[src/rtl/rgb_button_conditioner.sv]
// rgb_button_conditioner: synchronises and debounces six active-low push buttons
// (R/G/B up/down) and turns each accepted press into a step-pulse train with
// hold-to-repeat. It drives the PWM stage's up inputs (active-high) and down
// inputs (active-low). Holding both buttons of one channel suppresses that channel.
module rgb_button_conditioner #(
   parameter int SYNC_STAGES     = 2,
   parameter int DEBOUNCE_CYCLES = 270000,
   parameter int PULSE_LEN       = 1024,
   parameter int REPEAT_DLY      = 8100000,
   parameter int REPEAT_PER      = 1350000
) (
   input  logic       clk,
   input  logic       rst,
   input  logic [5:0] btn_raw,
   output logic       R_up,
   output logic       G_up,
   output logic       B_up,
   output logic       R_down,
   output logic       G_down,
   output logic       B_down,
   output logic [5:0] pressed
);

   localparam int CW    = (DEBOUNCE_CYCLES > 2) ? $clog2(DEBOUNCE_CYCLES) : 1;
   localparam int T_A   = (PULSE_LEN > REPEAT_DLY) ? PULSE_LEN : REPEAT_DLY;
   localparam int T_MAX = (T_A > REPEAT_PER) ? T_A : REPEAT_PER;
   localparam int TW    = (T_MAX > 2) ? $clog2(T_MAX) : 1;

   localparam logic [CW-1:0] DEB_LAST   = CW'(DEBOUNCE_CYCLES - 1);
   localparam logic [TW-1:0] PULSE_LAST = TW'(PULSE_LEN - 1);
   localparam logic [TW-1:0] DLY_LAST   = TW'(REPEAT_DLY - 1);
   localparam logic [TW-1:0] PER_LAST   = TW'(REPEAT_PER - 1);

   typedef enum logic [1:0] {
      ST_IDLE  = 2'd0,
      ST_PULSE = 2'd1,
      ST_WAIT  = 2'd2
   } step_state_t;

   logic [5:0]    sync_r [SYNC_STAGES];
   logic [5:0]    s_s;
   logic [CW-1:0] cnt_r [6];
   logic [5:0]    pressed_r;
   logic [5:0]    go_s;
   step_state_t   state_r [6];
   step_state_t   state_s [6];
   logic [TW-1:0] t_r [6];
   logic [TW-1:0] t_s [6];
   logic [5:0]    first_r;
   logic [5:0]    first_s;
   logic [2:0]    up_r;
   logic [2:0]    down_r;

   // Synchroniser chain; released (high) level on reset.
   always_ff @(posedge clk or negedge rst) begin
      if (!rst) begin
         for (int k = 0; k < SYNC_STAGES; k++) sync_r[k] <= 6'h3F;
      end else begin
         sync_r[0] <= btn_raw;
         for (int k = 1; k < SYNC_STAGES; k++) sync_r[k] <= sync_r[k-1];
      end
   end

   assign s_s = ~sync_r[SYNC_STAGES-1];

   // Debounce: a change is accepted only after DEBOUNCE_CYCLES consecutive differing samples.
   always_ff @(posedge clk or negedge rst) begin
      if (!rst) begin
         pressed_r <= 6'b000000;
         for (int i = 0; i < 6; i++) cnt_r[i] <= {CW{1'b0}};
      end else begin
         for (int i = 0; i < 6; i++) begin
            if (s_s[i] == pressed_r[i]) begin
               cnt_r[i] <= {CW{1'b0}};
            end else if (cnt_r[i] == DEB_LAST) begin
               pressed_r[i] <= ~pressed_r[i];
               cnt_r[i]     <= {CW{1'b0}};
            end else begin
               cnt_r[i] <= cnt_r[i] + CW'(1);
            end
         end
      end
   end

   // A button may run only while its partner on the same channel is released.
   assign go_s = pressed_r & ~{pressed_r[2:0], pressed_r[5:3]};

   // Step FSM next-state: timer t counts from the start of the current pulse.
   always_comb begin
      for (int i = 0; i < 6; i++) begin
         state_s[i] = state_r[i];
         t_s[i]     = t_r[i];
         first_s[i] = first_r[i];
         case (state_r[i])
            ST_IDLE: begin
               if (go_s[i]) begin
                  state_s[i] = ST_PULSE;
                  t_s[i]     = {TW{1'b0}};
                  first_s[i] = 1'b1;
               end else begin
                  t_s[i] = {TW{1'b0}};
               end
            end
            ST_PULSE: begin
               if (!go_s[i]) begin
                  state_s[i] = ST_IDLE;
                  t_s[i]     = {TW{1'b0}};
               end else if (t_r[i] == PULSE_LAST) begin
                  state_s[i] = ST_WAIT;
                  t_s[i]     = t_r[i] + TW'(1);
               end else begin
                  t_s[i] = t_r[i] + TW'(1);
               end
            end
            ST_WAIT: begin
               if (!go_s[i]) begin
                  state_s[i] = ST_IDLE;
                  t_s[i]     = {TW{1'b0}};
               end else if (first_r[i] && (t_r[i] == DLY_LAST)) begin
                  state_s[i] = ST_PULSE;
                  t_s[i]     = {TW{1'b0}};
                  first_s[i] = 1'b0;
               end else if (!first_r[i] && (t_r[i] == PER_LAST)) begin
                  state_s[i] = ST_PULSE;
                  t_s[i]     = {TW{1'b0}};
               end else begin
                  t_s[i] = t_r[i] + TW'(1);
               end
            end
            default: begin
               state_s[i] = ST_IDLE;
               t_s[i]     = {TW{1'b0}};
               first_s[i] = 1'b0;
            end
         endcase
      end
   end

   // Step FSM state, timer and first-repeat flag registers.
   always_ff @(posedge clk or negedge rst) begin
      if (!rst) begin
         first_r <= 6'b000000;
         for (int i = 0; i < 6; i++) begin
            state_r[i] <= ST_IDLE;
            t_r[i]     <= {TW{1'b0}};
         end
      end else begin
         first_r <= first_s;
         for (int i = 0; i < 6; i++) begin
            state_r[i] <= state_s[i];
            t_r[i]     <= t_s[i];
         end
      end
   end

   // Registered outputs decoded from the next state so they line up with the FSM.
   always_ff @(posedge clk or negedge rst) begin
      if (!rst) begin
         up_r   <= 3'b000;
         down_r <= 3'b111;
      end else begin
         for (int c = 0; c < 3; c++) begin
            up_r[c]   <= (state_s[c] == ST_PULSE);
            down_r[c] <= (state_s[c+3] != ST_PULSE);
         end
      end
   end

   assign R_up    = up_r[0];
   assign G_up    = up_r[1];
   assign B_up    = up_r[2];
   assign R_down  = down_r[0];
   assign G_down  = down_r[1];
   assign B_down  = down_r[2];
   assign pressed = pressed_r;

endmodule
[config.mk]
export PLATFORM = sky130hd
export DESIGN_NAME = rgb_button_conditioner
export DESIGN_NICKNAME = d
export VERILOG_FILES = /design/src/rtl/rgb_button_conditioner.sv
export SDC_FILE = /design/constraint.sdc
export NUM_CORES = 1
export LEC_CHECK = 0
export ABC_AREA = 1
export ABC_CLOCK_PERIOD_IN_PS = 1550
export BUFFER_PORTS_ARGS = -buffer_cell sky130_fd_sc_hd__buf_2
export CAP_MARGIN = 30
export CORE_ASPECT_RATIO = 0.6
export CORE_MARGIN = 4
export CORE_UTILIZATION = 45
export DETAILED_ROUTE_END_ITERATION = 7
export GPL_TIMING_DRIVEN = 1
export SYNTH_ARGS = -nofsm -noshare
export SYNTH_HDL_FRONTEND = slang
export SYNTH_SLANG_ARGS = --single-unit
[constraint.sdc]
create_clock -name clk -period 1.55 [get_ports clk]
set_clock_uncertainty 0.1 [all_clocks]
set_input_delay 0.0775 -clock clk [delete_from_list [all_inputs] [get_ports clk]]
set_output_delay 0.0775 -clock clk [all_outputs]
set_load 0.03 [all_outputs]
==> flow_summary.json, run 1 <==
{
  "status": "finished, violations left",
  "violations": "setup timing",
  "cp.required_ps": 1910,
  "p_total_mw": 16.67,
  "ys_ff_latch": 294,
  "final-hold-violation-count": 0,
  "drt_iter0_markers": 1290,
  "cts_tree": "done",
  "initial_core_util": 0.4583,
  "max_cap_viol_count": 0,
  "period_share": 1.200,
  "rsz0062_at_grt": "yes",
  "r2r_end": "t_r[66]$_DFF_PN0_",
  "drt-pass1-iter-count": 5,
  "synthFlopType": "dfrtp_1",
  "netlist_area_mm2": 0.01675,
  "avgViaCountPerCell": 5.044,
  "worst_setup_path_start_kind": "flip-flop",
  "io_pins": 20,
  "synth_edf_count": 0,
  "worst_slack_ps": -309.4,
  "leakagePower_nw": 11.56,
  "r2r_setup_slack_ps": -310,
  "grt_antenna_before_repair": 0,
  "yosysWarnings": 0,
  "m1WireLength_mm": 23.92,
  "place_congestion": 0.9407,
  "final_util": 0.6934,
  "final_cell_mix": "467 x buf_4, 345 x nand2_1, 331 x nor2_1",
  "powerDensity_mw_per_mm2": 657.6,
  "r2r_cells": 11,
  "dp_hpwl_mm": 31.26,
  "wl_per_cell_um": 14.61,
  "nets": 2806,
  "crit_type": "flip-flop to flip-flop",
  "grt_pass1_wl_mm": 75.49,
  "setup_viol": 245,
  "hold_path_class": "primary input to flip-flop",
  "drive_gt1_frac": 0.4065,
  "slew_headroom": 0.6724,
  "synthToLayoutAreaGrowth_pct": 51.30,
  "clk_path_buf_depth": 3,
  "clk_latency_ps": 570,
  "grt_usage": 0.2195,
  "numCtsBuffers": 30,
  "top_layer": "met4",
  "syn_avg_cell_area_um2": 7.731,
  "layout_min_cycle_time_ps": 1859,
  "diodes": 0,
  "cts.reportedPaths.clkPinSlew_ps": 60,
  "met3_length_mm": 2.523,
  "grt_max_degree": 50,
  "arrival_ps": 2220,
  "n_fill_cell": 2772,
  "netlist_instances": 2167,
  "wl_met2_mm": 20.84,
  "vias": 16590,
  "ys_types": 47,
  "critPathCaptureType": "flip-flop",
  "final_common_cell": "buf_4",
  "syn-num-nets": 2211,
  "port-buffer-count": 19,
  "irDropWorstVdd_mv": 0.8554,
  "die_w_um": 257.1,
  "cp_max_fo": 11,
  "gr-total-overflow": 0,
  "cts_htree_levels": 1,
  "numClockSinks": 294,
  "finalMaxSlewViolations": 0,
  "antenna_left": 0,
  "max_freq_ghz": 0.5378,
  "cts_root_buf": "clkbuf_16",
  "worstMarginPinSlew_ps": 486.9,
  "num_rows": 54,
  "dieArea_mm2": 0.04048,
  "whs_endpoint": "sync_r[6]$_DFF_PN1_",
  "whs_path_depth": 2,
  "r2r-start": "t_r[46]$_DFF_PN0_",
  "worstHoldStart": "btn_raw[0]",
  "ys_seq_area_frac": 0.4403,
  "routed_wl_mm": 48.04,
  "synthArstFlopShare": 1.000,
  "grt_pass1_vias": 15610,
  "drc": 0,
  "die_y_um": 157.5,
  "core_area_mm2": 0.03655
}
[state kept, by name (all words and copies together) (netlist names)]
register,count
up_r,3
first_r,6
state_r,12
down_r,3
cnt_r,114
sync_r,12
pressed,6
t_r,138
[cells in the mapped netlist, drive strengths merged, types with 8 or more instances]
cell type | number | share of area
xnor2 | 35 | 0.018
xor2 | 95 | 0.050
buf | 15 | 0.0081
nor2 | 500 | 0.12
nand3 | 151 | 0.050
ha | 36 | 0.027
dfstp | 15 | 0.024
nand2 | 446 | 0.10
nand3b | 8 | 0.0036
a21oi | 32 | 0.0096
nand4 | 61 | 0.024
o21ai | 62 | 0.021
nor3 | 93 | 0.034
inv | 271 | 0.061
nor3b | 13 | 0.0061
nor4 | 34 | 0.014
dfrtp | 279 | 0.42
[through the flow]
| stage | hold WS (ps) | setup TNS [ps] | std cells | setup slack (ps) | area [µm²] |
|---|---|---|---|---|---|
| 3_3_place_gp | -78.11 | -23170 | 3109 | -192.9 | 20820 |
| 3_5_place_dp | -76.78 | -30260 | 3109 | -233.7 | 20820 |
| 4_1_cts | 21.69 | -25480 | 3232 | -238.4 | 23510 |
| 6_report | 47.56 | -38180 | 3289 | -309.4 | 25350 |
| 5_1_grt | 40.70 | -64870 | 3289 | -392.0 | 25350 |
| 2_1_floorplan | -318.1 | -7760 | 2167 | -95.17 | 16840 |
[where the power goes]
part	internal [mW]	total [mW]	switching (mW)
Sequential	7.74	7.80	0.0599
Combinational	0.253	0.592	0.340
Clock	5.11	8.27	3.16
Total	13.1	16.7	3.56
[cells by family after synthesis]
kind of cell	count (synthesis)	synth area share
muxes	3	0.001793
buffers and inverters	286	0.06886
AOI/OAI and AO/OA	107	0.03585
xor gates and xnor gates	130	0.06797
DFF	294	0.4403
and+or+nand+nor	1311	0.3584
adders and majority gates	36	0.02689
[layer usage]
layer	global-route usage	up-vias
li1	-	8137
met1	0.3451	7942
met2	0.3276	441
met5	0	-
met4	0.03529	0
met3	0.03023	70
[how the worst max path moves through the flow]
stage / startpoint / to / slack [ps] / depth (start not counted)
6_report: t_r[46]$_DFF_PN0_ / t_r[66]$_DFF_PN0_ / -310 / 11
5_1_grt: t_r[23]$_DFF_PN0_ / down_r[1]$_DFF_PN1_ / -390 / 9
4_1_cts: t_r[23]$_DFF_PN0_ / t_r[40]$_DFF_PN0_ / -240 / 9
3_5_place_dp: t_r[24]$_DFF_PN0_ / t_r[41]$_DFF_PN0_ / -230 / 8
3_3_place_gp: t_r[0]$_DFF_PN0_ / t_r[12]$_DFF_PN0_ / -190 / 11
2_1_floorplan: t_r[115]$_DFF_PN0_ / t_r[134]$_DFF_PN0_ / -100 / 11
[critical path, cell delays in order, from the launching register on]
cell	delay (ps)
dfrtp_1	400
ha_4	170
nand3_4	100
inv_4	100
nand2_4	60
nor2_4	70
nand2_2	60
nand2_2	100
nor2_4	50
o21ai_4	260
clkbuf_16	230
nor2_1	50
[final cells by class]
type,instances,area (µm²),area share
inverters,271,1041,0.04107
multi-input cells,1590,10340,0.4079
clock buffers,39,835.8,0.03297
flip-flops and latches,294,7393,0.2917
well taps,504,630.6,0.02488
clock inverters,16,285.3,0.01125
repair buffers,575,4821,0.1902
[what timing repair did]
| item | 4_1_cts | 5_1_grt |
|---|---|---|
| hold buffers | 8 | 0 |
| endpoints found under the setup margin | 243 | 266 |
| cloned | 4 | 7 |
| resized for setup | 241 | 352 |
| pin swaps | 93 | 151 |
| hold endpoints to repair | 300 | 0 |
| buffers inserted | 58 | 58 |
No activity file was read; power rests on OpenSTA's default activity.
==> inputs of run 2 (changes only) <==
--- a/config.mk
+++ b/config.mk
@@ -14,6 +14,7 @@
 export CORE_UTILIZATION = 45
 export DETAILED_ROUTE_END_ITERATION = 7
 export GPL_TIMING_DRIVEN = 1
+export PLACE_DENSITY = 0.68
 export SYNTH_ARGS = -nofsm -noshare
 export SYNTH_HDL_FRONTEND = slang
 export SYNTH_SLANG_ARGS = --single-unit
==> run 2 against run 1 <==
  * The run still ends with setup timing left
  * Global-route usage increased by 1.0 points
  * Via count increased by 6.5%
  * Non-clock buffer count increased by 33
  * Critical path depth decreased by 1
  * Clock power shrank 3.7%
  * Design area rose by 2.9%
  * Sequential cell count unchanged
  * Utilization grew 2.0 points
==> flow_summary.json, run 2 (synthesis gave the netlist of run 1 again) <==
{
  "status": "finished, violations left",
  "violations": "setup timing",
  "grt_util_met2": 0.3584,
  "path_cells": "nor2_1 -> nand3_1 -> nor2_1 -> nand3_2 -> nand2_1 -> nand2_1 -> nand2_1 -> nand2_2 -> nand2_1 -> nand3b_1",
  "rsz0062_at_grt": "yes",
  "final_common_cell": "buf_4",
  "synthToLayoutAreaGrowth_pct": 55.69,
  "post-place-ws_ps": -246.6,
  "busiest_layer": "met2",
  "arrival_ps": 2340,
  "critPathCaptureType": "flip-flop",
  "critPathMaxStageDelay_ps": 430,
  "n_fill_cell": 2413,
  "powerDensity_mw_per_mm2": 629.0,
  "pwr-share-clk": 0.485,
  "layout_min_cycle_time_ps": 1968,
  "p_switching_mw": 3.771,
  "endpoint": "down_r[1]$_DFF_PN1_",
  "worst_slack_ps": -417.9,
  "hold_path_class": "primary input to flip-flop",
  "dieArea_mm2": 0.04048,
  "r2r_end": "down_r[1]$_DFF_PN1_",
  "drt_iter0_markers": 1682,
  "grt_pass1_vias": 16160,
  "avgViaCountPerCell": 5.321,
  "gr-total-overflow": 0,
  "reg.largest.list": "t_r: 138 flops, cnt_r: 114 flops",
  "cpMaxStageDelayCell": "dfrtp_1",
  "vias": 17680,
  "slew_headroom": 0.6031,
  "cts_root_buf": "clkbuf_16",
  "die_y_um": 157.5,
  "setup_viol": 249,
  "drt-pass1-iter-count": 7,
  "r2r-start": "t_r[40]$_DFF_PN0_",
  "wl_per_cell_um": 16.76,
  "port-buffer-count": 19,
  "p_total_mw": 16.40,
  "crit_top_cell": "nand2_1",
  "numClockSinks": 294,
  "max_freq_ghz": 0.5082,
  "largest_reg_flops": 138,
  "io_pins": 20,
  "timing.hold.ws_ps": 37.51,
  "place_congestion": 0.9473,
  "cts.reportedPaths.clkPinSlew_ps": 70,
  "crit_type": "flip-flop to flip-flop",
  "antenna_left": 0,
  "numCtsBuffers": 30,
  "dp_hpwl_mm": 31.76,
  "period_share": 1.270,
  "critical_path.startpoint": "t_r[40]$_DFF_PN0_",
  "final_util": 0.7136,
  "tns_ps": -58450,
  "path_buf_inv": 0,
  "final-hold-violation-count": 0,
  "diodes": 0,
  "p_sw_frac": 0.2299,
  "grt_pass1_wl_mm": 78.82,
  "max_cap_viol_count": 0,
  "worstMarginPinSlew_ps": 590.9,
  "p_comb_frac": 0.039,
  "r2r_setup_slack_ps": -420,
  "leakagePower_nw": 11.70,
  "path_delay_family": "simple AND/OR/NAND/NOR gates",
  "final_cell_mix": "486 x buf_4, 341 x nand2_1, 305 x nor2_1",
  "cts_htree_levels": 1,
  "grt_max_degree": 48,
  "core_area_mm2": 0.03655,
  "path_depth": 10,
  "die_w_um": 257.1,
  "cp_max_fo": 4,
  "num_rows": 54,
  "power.share.sequential": 0.476,
  "r2r_cells": 10,
  "regMostFlops": "t_r",
  "grt_usage": 0.2296,
  "cp.required_ps": 1920,
  "grt_antenna_before_repair": 1,
  "grtUsageMet1": 0.3395,
  "irDropWorstVdd_mv": 0.9439,
  "drc": 0,
  "finalMaxSlewViolations": 0,
  "clk_path_buf_depth": 3,
  "worst_setup_path_start_kind": "flip-flop",
  "initial_core_util": 0.4583,
  "routed_wl_mm": 55.68,
  "clk_latency_ps": 580,
  "drive_gt1_frac": 0.4354,
  "p_int_mw": 12.63,
  "nets": 2839,
  "cts_tree": "done",
  "met3_usage": 0.03586
}
run 2: cell count changes in the layout (fill, tap and decap cells not counted), moves of 6 or more:
cell and change:
nor2_4 +36, nor2_1 -26, buf_4 +19, buf_6 +14, nor3_1 -11, nor2_2 -10, nor3_2 +10, xor2_1 -6
run 2: how the worst min path moves through the flow:
| stage | start | to | cells past startpoint |
|---|---|---|---|
| floorplan | rst | cnt_r[0]$_DFF_PN0_ | 0 |
| global placement | rst | t_r[109]$_DFF_PN0_ | 1 |
| detailed placement | rst | cnt_r[84]$_DFF_PN0_ | 1 |
| CTS | btn_raw[4] | sync_r[10]$_DFF_PN1_ | 2 |
| global route | btn_raw[4] | sync_r[10]$_DFF_PN1_ | 2 |
| finish | btn_raw[3] | sync_r[9]$_DFF_PN1_ | 2 |
run 2: layer usage:
metal  share of wire  wire length [µm]
met1            0.42             23650
met2            0.47             26150
met3           0.072              4000
met4           0.033              1859
met5         0.00023                13
run 2: cell type report:
type / count / area [µm²] / area share
inverters: 271 / 1044 / 0.04001
well taps: 504 / 630.6 / 0.02418
clock buffers: 40 / 869.6 / 0.03334
repair buffers: 608 / 5131 / 0.1967
multi-input cells: 1590 / 10810 / 0.4145
flip-flops and latches: 294 / 7397 / 0.2836
clock inverters: 15 / 198.9 / 0.007627
run 2: worst reg2reg max path, delay by kind of cell (launching register included):
kind	cells	cell delay (ps)
DFF	1	430
and+or+nand+nor	10	1330
run 2: stage by stage:
stage | instance area, µm² | std cells
finish | 26080 | 3322
global route | 26080 | 3322
CTS | 23390 | 3237
detailed placement | 20860 | 3115
global placement | 20860 | 3115
floorplan | 16840 | 2167
run 2: power groups by stage:
stage                     Combinational [mW]  Sequential [mW]  Clock, mW
after floorplan                        0.122             7.92          0
after global placement                 0.466             7.92          0
after detailed placement               0.479             7.92          0
after CTS                              0.518             7.79       8.04
after global routing                   0.705             7.81       8.39
final                                  0.638             7.81       7.96
run 2: timing repair:
item,4_1_cts,5_1_grt
endpoints found under the setup margin,255,271
gates resized for setup,196,532
hold buffers,8,0
pin swaps,66,164
setup buffers,51,95
endpoints found under the hold margin,300,0
cloned,9,5
